==> config.mk <==
export PLATFORM = sky130hd
export DESIGN_NAME = spi_master_core
export DESIGN_NICKNAME = d
export VERILOG_FILES = /design/src/rtl/spi_master_core_pkg.sv /design/src/rtl/spi_master_core_clk_div.sv /design/src/rtl/spi_master_core.sv
export SDC_FILE = /design/constraint.sdc
export NUM_CORES = 1
export LEC_CHECK = 0
export BUFFER_PORTS_ARGS = -buffer_cell sky130_fd_sc_hd__buf_2
export CORE_AREA = 2 2 87 89
export CTS_CLUSTER_DIAMETER = 120
export DETAILED_ROUTE_END_ITERATION = 8
export DIE_AREA = 0 0 89 91
export GPL_ROUTABILITY_DRIVEN = 0
export PLACE_DENSITY = 0.74
export SLEW_MARGIN = 20
export SYNTH_ARGS = -nofsm -noshare
export SYNTH_HDL_FRONTEND = slang
export SYNTH_SLANG_ARGS = --single-unit
export TNS_END_PERCENT = 20
==> constraint.sdc <==
create_clock -name i_clk_sys -period 1.81 [get_ports i_clk_sys]
set_clock_uncertainty 0.2 [all_clocks]
set_input_delay 0.2715 -clock i_clk_sys [delete_from_list [all_inputs] [get_ports i_clk_sys]]
set_output_delay 0.2715 -clock i_clk_sys [all_outputs]
set_load 0.1 [all_outputs]
==> src/rtl/spi_master_core_pkg.sv <==
`default_nettype none
// ============================================================================
// Module : spi_master_core_pkg
// Brief  : Shared definitions for the SPI master PHY: FSM state encoding,
//          default field widths, SPI mode constants and frame-length helper.
// Rev    : 1.0  initial release
// ============================================================================
package spi_master_core_pkg;

  // Default field widths and divider setting
  localparam int c_spi_addr_width_def = 6;
  localparam int c_spi_data_width_def = 20;
  localparam int c_clk_div_def        = 2;

  // SPI mode 0: clock idles low, data sampled on the rising edge
  localparam logic c_spi_cpol = 1'b0;
  localparam logic c_spi_cpha = 1'b0;

  // Transaction sequencer states
  typedef enum logic [2:0] {
    ST_IDLE     = 3'd0,
    ST_CS_SETUP = 3'd1,
    ST_SHIFT    = 3'd2,
    ST_CS_HOLD  = 3'd3,
    ST_GAP      = 3'd4
  } spi_state_e;

  // Frame length: one rw bit, then address, then data
  function automatic int frame_bits(input int addr_w, input int data_w);
    return 1 + addr_w + data_w;
  endfunction

endpackage
`default_nettype wire

==> src/rtl/spi_master_core_clk_div.sv <==
`default_nettype none
// ============================================================================
// Module : spi_master_core_clk_div
// Brief  : Free-running divider producing one tick every CLK_DIV cycles while
//          enabled; held at zero when disabled so each frame starts aligned.
// Rev    : 1.0  initial release
// ============================================================================
module spi_master_core_clk_div #(
  parameter int CLK_DIV = 2
) (
  input  logic i_clk,
  input  logic i_rst_n,
  input  logic i_en,
  output logic o_tick
);

  localparam int c_cnt_w = (CLK_DIV > 1) ? $clog2(CLK_DIV) : 1;
  localparam logic [c_cnt_w-1:0] c_cnt_max = c_cnt_w'(CLK_DIV - 1);

  logic [c_cnt_w-1:0] cnt_q;
  logic [c_cnt_w-1:0] cnt_d;

  // Wrap at CLK_DIV-1; clear whenever the sequencer is idle
  always_comb begin
    cnt_d = cnt_q;
    if (!i_en) begin
      cnt_d = '0;
    end else if (cnt_q == c_cnt_max) begin
      cnt_d = '0;
    end else begin
      cnt_d = cnt_q + c_cnt_w'(1);
    end
  end

  // Counter register
  always_ff @(posedge i_clk or negedge i_rst_n) begin
    if (!i_rst_n) begin
      cnt_q <= '0;
    end else begin
      cnt_q <= cnt_d;
    end
  end

  assign o_tick = i_en && (cnt_q == c_cnt_max);

endmodule
`default_nettype wire

==> src/rtl/spi_master_core.sv <==
`default_nettype none
// ============================================================================
// Module : spi_master_core
// Brief  : SPI mode-0 master PHY. Takes one rw/address/data request, shifts a
//          framed transaction MSB first, returns read data and a ready level.
// Rev    : 1.0  initial release
// ============================================================================
module spi_master_core
  import spi_master_core_pkg::*;
#(
  parameter int SPI_ADDR_WIDTH = 6,
  parameter int SPI_DATA_WIDTH = 20,
  parameter int CLK_DIV        = 2
) (
  input  logic                      i_clk_sys,
  input  logic                      i_rst_n,
  input  logic                      i_spi_start,
  input  logic                      i_spi_rw,
  input  logic [SPI_ADDR_WIDTH-1:0] i_spi_write_address,
  input  logic [SPI_DATA_WIDTH-1:0] i_spi_write_data,
  output logic                      o_spi_data_valid,
  output logic [SPI_DATA_WIDTH-1:0] o_spi_read_data,
  output logic                      o_spi_sclk,
  output logic                      o_spi_cs_n,
  output logic                      o_spi_mosi,
  input  logic                      i_spi_miso
);

  localparam int c_frame = frame_bits(SPI_ADDR_WIDTH, SPI_DATA_WIDTH);
  localparam int c_bit_w = $clog2(c_frame);
  localparam logic [c_bit_w-1:0] c_last_bit = c_bit_w'(c_frame - 1);

  spi_state_e                state_q, state_d;
  logic                      valid_q, valid_d;
  logic [SPI_DATA_WIDTH-1:0] rdata_q, rdata_d;
  logic                      sclk_q, sclk_d;
  logic                      cs_n_q, cs_n_d;
  logic                      mosi_q, mosi_d;
  logic                      rw_q, rw_d;
  logic [c_frame-2:0]        tx_q, tx_d;      // frame bits still to send after mosi
  logic [c_bit_w-1:0]        bit_q, bit_d;
  logic [SPI_DATA_WIDTH-1:0] rx_q, rx_d;
  logic                      miso_s1_q, miso_s1_d;
  logic                      miso_s2_q, miso_s2_d;
  logic                      rise_p1_q, rise_p1_d;
  logic                      rise_p2_q, rise_p2_d;

  logic                      w_tick;
  logic                      w_rise_now;
  logic [SPI_DATA_WIDTH-1:0] w_tx_data;

  spi_master_core_clk_div #(
    .CLK_DIV (CLK_DIV)
  ) u_clk_div (
    .i_clk   (i_clk_sys),
    .i_rst_n (i_rst_n),
    .i_en    (state_q != ST_IDLE),
    .o_tick  (w_tick)
  );

  assign w_rise_now = (state_q == ST_SHIFT) && w_tick && !sclk_q;
  assign w_tx_data  = i_spi_rw ? {SPI_DATA_WIDTH{1'b0}} : i_spi_write_data;

  // MISO sync and delayed rising-edge sampling; header bits shift out the top
  always_comb begin
    miso_s1_d = i_spi_miso;
    miso_s2_d = miso_s1_q;
    rise_p1_d = w_rise_now;
    rise_p2_d = rise_p1_q;
    rx_d      = rx_q;
    if (rise_p2_q) begin
      rx_d = {rx_q[SPI_DATA_WIDTH-2:0], miso_s2_q};
    end
  end

  // Sequencer next state: setup, shift, hold, gap, then report ready
  always_comb begin
    state_d = state_q;
    valid_d = valid_q;
    rdata_d = rdata_q;
    sclk_d  = sclk_q;
    cs_n_d  = cs_n_q;
    mosi_d  = mosi_q;
    rw_d    = rw_q;
    tx_d    = tx_q;
    bit_d   = bit_q;
    case (state_q)
      ST_IDLE: begin
        if (i_spi_start && valid_q) begin
          state_d = ST_CS_SETUP;
          valid_d = 1'b0;
          cs_n_d  = 1'b0;
          rw_d    = i_spi_rw;
          mosi_d  = i_spi_rw;
          tx_d    = {i_spi_write_address, w_tx_data};
          bit_d   = c_last_bit;
        end else begin
          valid_d = 1'b1;
        end
      end
      ST_CS_SETUP: begin
        if (w_tick) state_d = ST_SHIFT;
      end
      ST_SHIFT: begin
        if (w_tick) begin
          if (!sclk_q) begin
            sclk_d = 1'b1;
          end else begin
            sclk_d = 1'b0;
            if (bit_q == '0) begin
              state_d = ST_CS_HOLD;
            end else begin
              bit_d  = bit_q - c_bit_w'(1);
              mosi_d = tx_q[c_frame-2];
              tx_d   = {tx_q[c_frame-3:0], 1'b0};
            end
          end
        end
      end
      ST_CS_HOLD: begin
        if (w_tick) begin
          state_d = ST_GAP;
          cs_n_d  = 1'b1;
          mosi_d  = 1'b0;
          // rx_d includes a sample still in flight at the fastest divider
          if (rw_q) rdata_d = rx_d;
        end
      end
      ST_GAP: begin
        if (w_tick) state_d = ST_IDLE;
      end
      default: begin
        state_d = ST_IDLE;
      end
    endcase
  end

  // Sequencer registers; reset aborts any frame in progress
  always_ff @(posedge i_clk_sys or negedge i_rst_n) begin
    if (!i_rst_n) begin
      state_q <= ST_IDLE;
      valid_q <= 1'b1;
      rdata_q <= '0;
      sclk_q  <= 1'b0;
      cs_n_q  <= 1'b1;
      mosi_q  <= 1'b0;
      rw_q    <= 1'b0;
      tx_q    <= '0;
      bit_q   <= '0;
    end else begin
      state_q <= state_d;
      valid_q <= valid_d;
      rdata_q <= rdata_d;
      sclk_q  <= sclk_d;
      cs_n_q  <= cs_n_d;
      mosi_q  <= mosi_d;
      rw_q    <= rw_d;
      tx_q    <= tx_d;
      bit_q   <= bit_d;
    end
  end

  // Receive path registers
  always_ff @(posedge i_clk_sys or negedge i_rst_n) begin
    if (!i_rst_n) begin
      miso_s1_q <= 1'b0;
      miso_s2_q <= 1'b0;
      rise_p1_q <= 1'b0;
      rise_p2_q <= 1'b0;
      rx_q      <= '0;
    end else begin
      miso_s1_q <= miso_s1_d;
      miso_s2_q <= miso_s2_d;
      rise_p1_q <= rise_p1_d;
      rise_p2_q <= rise_p2_d;
      rx_q      <= rx_d;
    end
  end

  assign o_spi_data_valid = valid_q;
  assign o_spi_read_data  = rdata_q;
  assign o_spi_sclk       = sclk_q;
  assign o_spi_cs_n       = cs_n_q;
  assign o_spi_mosi       = mosi_q;

endmodule
`default_nettype wire

==> results.yml <==
power:
  ir_worst_vdd_mv: 0.885
  clockPowerShare_pct: 19.0
  p_seq_share_pct: 37.2
  p_leak_nw: 2.08
  p_int_mw: 4.63
  power_density_mw_per_mm2: 1770
  p_comb_share_pct: 43.8
  p_total_mw: 7.81
  p_sw_mw: 3.17
  switching_share_pct: 40.7
critical_path:
  r2r-end: "o_spi_mosi"
  crit_end: "o_spi_mosi"
  startpoint_type: "register"
  max_stage_delay_ns: 0.39
  startpoint: "bit_q[1]"
  critPathTopFamily: "flip-flops"
  path_cells: "inv_1 -> ha_2 -> nor4b_4 -> o21ai_4 -> o21ai_2 -> mux2_4"
  slowest_stage: "dfrtp_1"
  critical_path_depth: 6
  reg2reg_from: "bit_q[1]"
  path_buf_inv: 1
  ff2ff_setup_slack_ns: -0.003
  crit_type: "register to register"
  cp_data_arrival_time_ns: 1.85
  endpoint_kind: "register"
  reg2reg_depth: 6
  worstPathMaxFanout: 5
  cp.required_ns: 1.85
die:
  core_mm2: 0.00714
  ioPinCount: 55
  num_rows: 31
  initial_core_util_pct: 49.6
  chipHeight_um: 91
  die_width_um: 89
  die_area_mm2: 0.00810
synthesis:
  synth_cell_type_count: 37
  ys_ff_latch: 84
  synth_area_per_cell_um2: 12.5
  ys_warn_count: 0
  syn_nets: 315
  ys_seq_area_share_pct: 59.4
  synthFlopType: "dfrtp_1"
  yosys.area.top_type: "dfrtp_1"
  synth_top_area_share_pct: 57.9
  ys_async_sr_fraction_pct: 100
  synth_cells: 283
  synthTopCellsByArea: "dfrtp_1 (58%), mux2_2 (13%), a21oi_1 (6.4%)"
  synth_edf_count: 0
  netlist_area_mm2: 0.00354
grt:
  grt_pass1_vias: 2414
  grtUsageTotal_pct: 17.6
  overflow: 0
  grt_max_degree: 85
  grt_first_pass_wirelength_um: 11200
  antenna_found_initial: 0
timing:
  fmax_mhz: 551
  finalWorstSetupSlack_ns: -0.00329
  rsz0062_at_grt: "yes"
  timing.final.crit_share_pct: 100
  drv_slew: 0
  finalSetupViolations: 1
  worst_pin_slew_ns: 0.495
  finalCriticalPeriod_ns: 1.81
  hold_viol_final: 0
  hold_slack_ns: 0.0205
  relSlewSlack_pct: 67.2
place:
  dpl.hpwl_um: 4320
  portBuffers: 54
clocking:
  cts_tree: "yes"
  numCtsBuffers: 9
  cts_root_buf: "clkbuf_8"
  insertion_delay_ns: 0.35
  cts.sinks: 84
  htreeDepth: 3
  path_clk_slew_ns: 0.08
  clock_path_buffers: 2
min_path:
  hold_class: "input pin to register"
cells_and_area:
  multi_input_area_mm2: 0.00137
  final_cell_mix: "dfrtp_1 (80), buf_2 (51), mux2_2 (41)"
  fillers: 616
  antenna_cells: 0
  fin_nets: 386
  syn2layout_area_growth_pct: 24.4
  seq_area_mm2: 0.00211
  final_common_cell: "dfrtp_1"
  drive_gt1_share_pct: 46.8
run_status:
  violations: "negative setup slack"
  status: "finished, violations left"
drt:
  drt-vias-per-instance: 5.43
  dr.first_iter.drc_count: 109
  vias: 2488
  wl_per_cell_um: 14.8
  drc: 0
  ant_nets: 0
  drt-total-wl_um: 6780
  drt-pass1-iter-count: 4
flow_run:
  max_cap_viol_count: 0
[cell families after synthesis]
logic type | count (synthesis) | share of synthesized area [%]
AOI/OAI and AO/OA | 91 | 16.2
xor gates and xnor gates | 1 | 0.247
adders and majority gates | 1 | 0.353
buffers and inverters | 27 | 3.67
DFF | 84 | 59.4
muxes | 48 | 15.0
and+or+nand+nor | 31 | 5.09
[cell usage after synthesis (2+ instances only)]
library cell,count
a21oi_1,45
clkbuf_1,13
o21ai_0,6
dfstp_2,2
inv_1,5
nor3_1,3
mux2i_1,6
a22oi_1,19
a31oi_1,3
a21oi_2,10
nor2_1,8
dfrtp_1,82
nand4_1,4
mux2_2,42
nand2_1,5
buf_2,5
nand3b_1,2
o21a_1,2
buf_6,3
[layout make-up]
| cell class | count | share of cell area [%] |
|---|---|---|
| Sequential cell | 84 | 48.0 |
| Multi-Input combinational cell | 172 | 31.1 |
| Timing Repair Buffer | 82 | 12.5 |
| Clock buffer | 11 | 3.21 |
| Tap cell | 99 | 2.81 |
| Clock inverter | 5 | 1.93 |
| Inverter | 5 | 0.426 |
[worst register-to-register path: stages (launching register included)]
cell     delay, ns
dfrtp_1       0.39
inv_1         0.06
ha_2          0.17
nor4b_4       0.28
o21ai_4       0.12
o21ai_2       0.19
mux2_4        0.31
[routing by layer]
metal	part of all wire (%)	vias to the layer above	GRT usage (%)
met4	1.8	0	8.21
li1	-	1169	-
met2	48	68	27.1
met1	46	1239	23.7
met5	0	-	0
met3	4.5	12	3.64
[worst min-delay path by stage]
stage	from	to	depth (start not counted)
3_5_place_dp	i_rst_n	o_spi_read_data[3]	2
4_1_cts	i_spi_write_data[14]	tx_q[14]	3
2_1_floorplan	i_rst_n	bit_q[0]	0
5_1_grt	i_spi_write_data[14]	tx_q[14]	3
6_report	i_spi_write_data[14]	tx_q[14]	3
3_3_place_gp	i_rst_n	o_spi_read_data[4]	2
[what timing repair did]
action                                  4_1_cts  5_1_grt
resized for setup                             7       13
buffers inserted                              2        1
endpoints found under the setup margin       27       45
hold buffers                                  4        0
pin swaps                                     1        2
hold endpoints to repair                     85        0
gates cloned                                  0        0
[flip-flops by register name, indices dropped and copies added, names as in the netlist, 3 cells and up]
signal and count:
o_spi_read_data 20, state_q 3, bit_q 5, tx_q 26
rx_q 20
[power groups by stage]
stage	logic, mW	registers [mW]	clock network [mW]
5_1_grt	3.69	2.99	1.60
3_3_place_gp	3.13	2.90	0
4_1_cts	3.31	2.89	1.53
3_5_place_dp	3.20	2.92	0
6_report	3.42	2.91	1.48
2_1_floorplan	1.86	3.48	0
[metrics by stage]
stage	TNS (ns)	instances	cell area, um^2	setup slack, ns	util, %
finish	-0.00329	458	4410	-0.00329	61.7
global route	-0.379	458	4410	-0.0639	61.7
CTS	-0.0185	457	4350	-0.0185	61.0
detailed placement	-0.700	435	4050	-0.0580	56.7
global placement	0	435	4050	0.0269	56.7
floorplan	-0.0290	283	3550	-0.0199	-
Note: power is estimated with default switching activity, not from simulation.
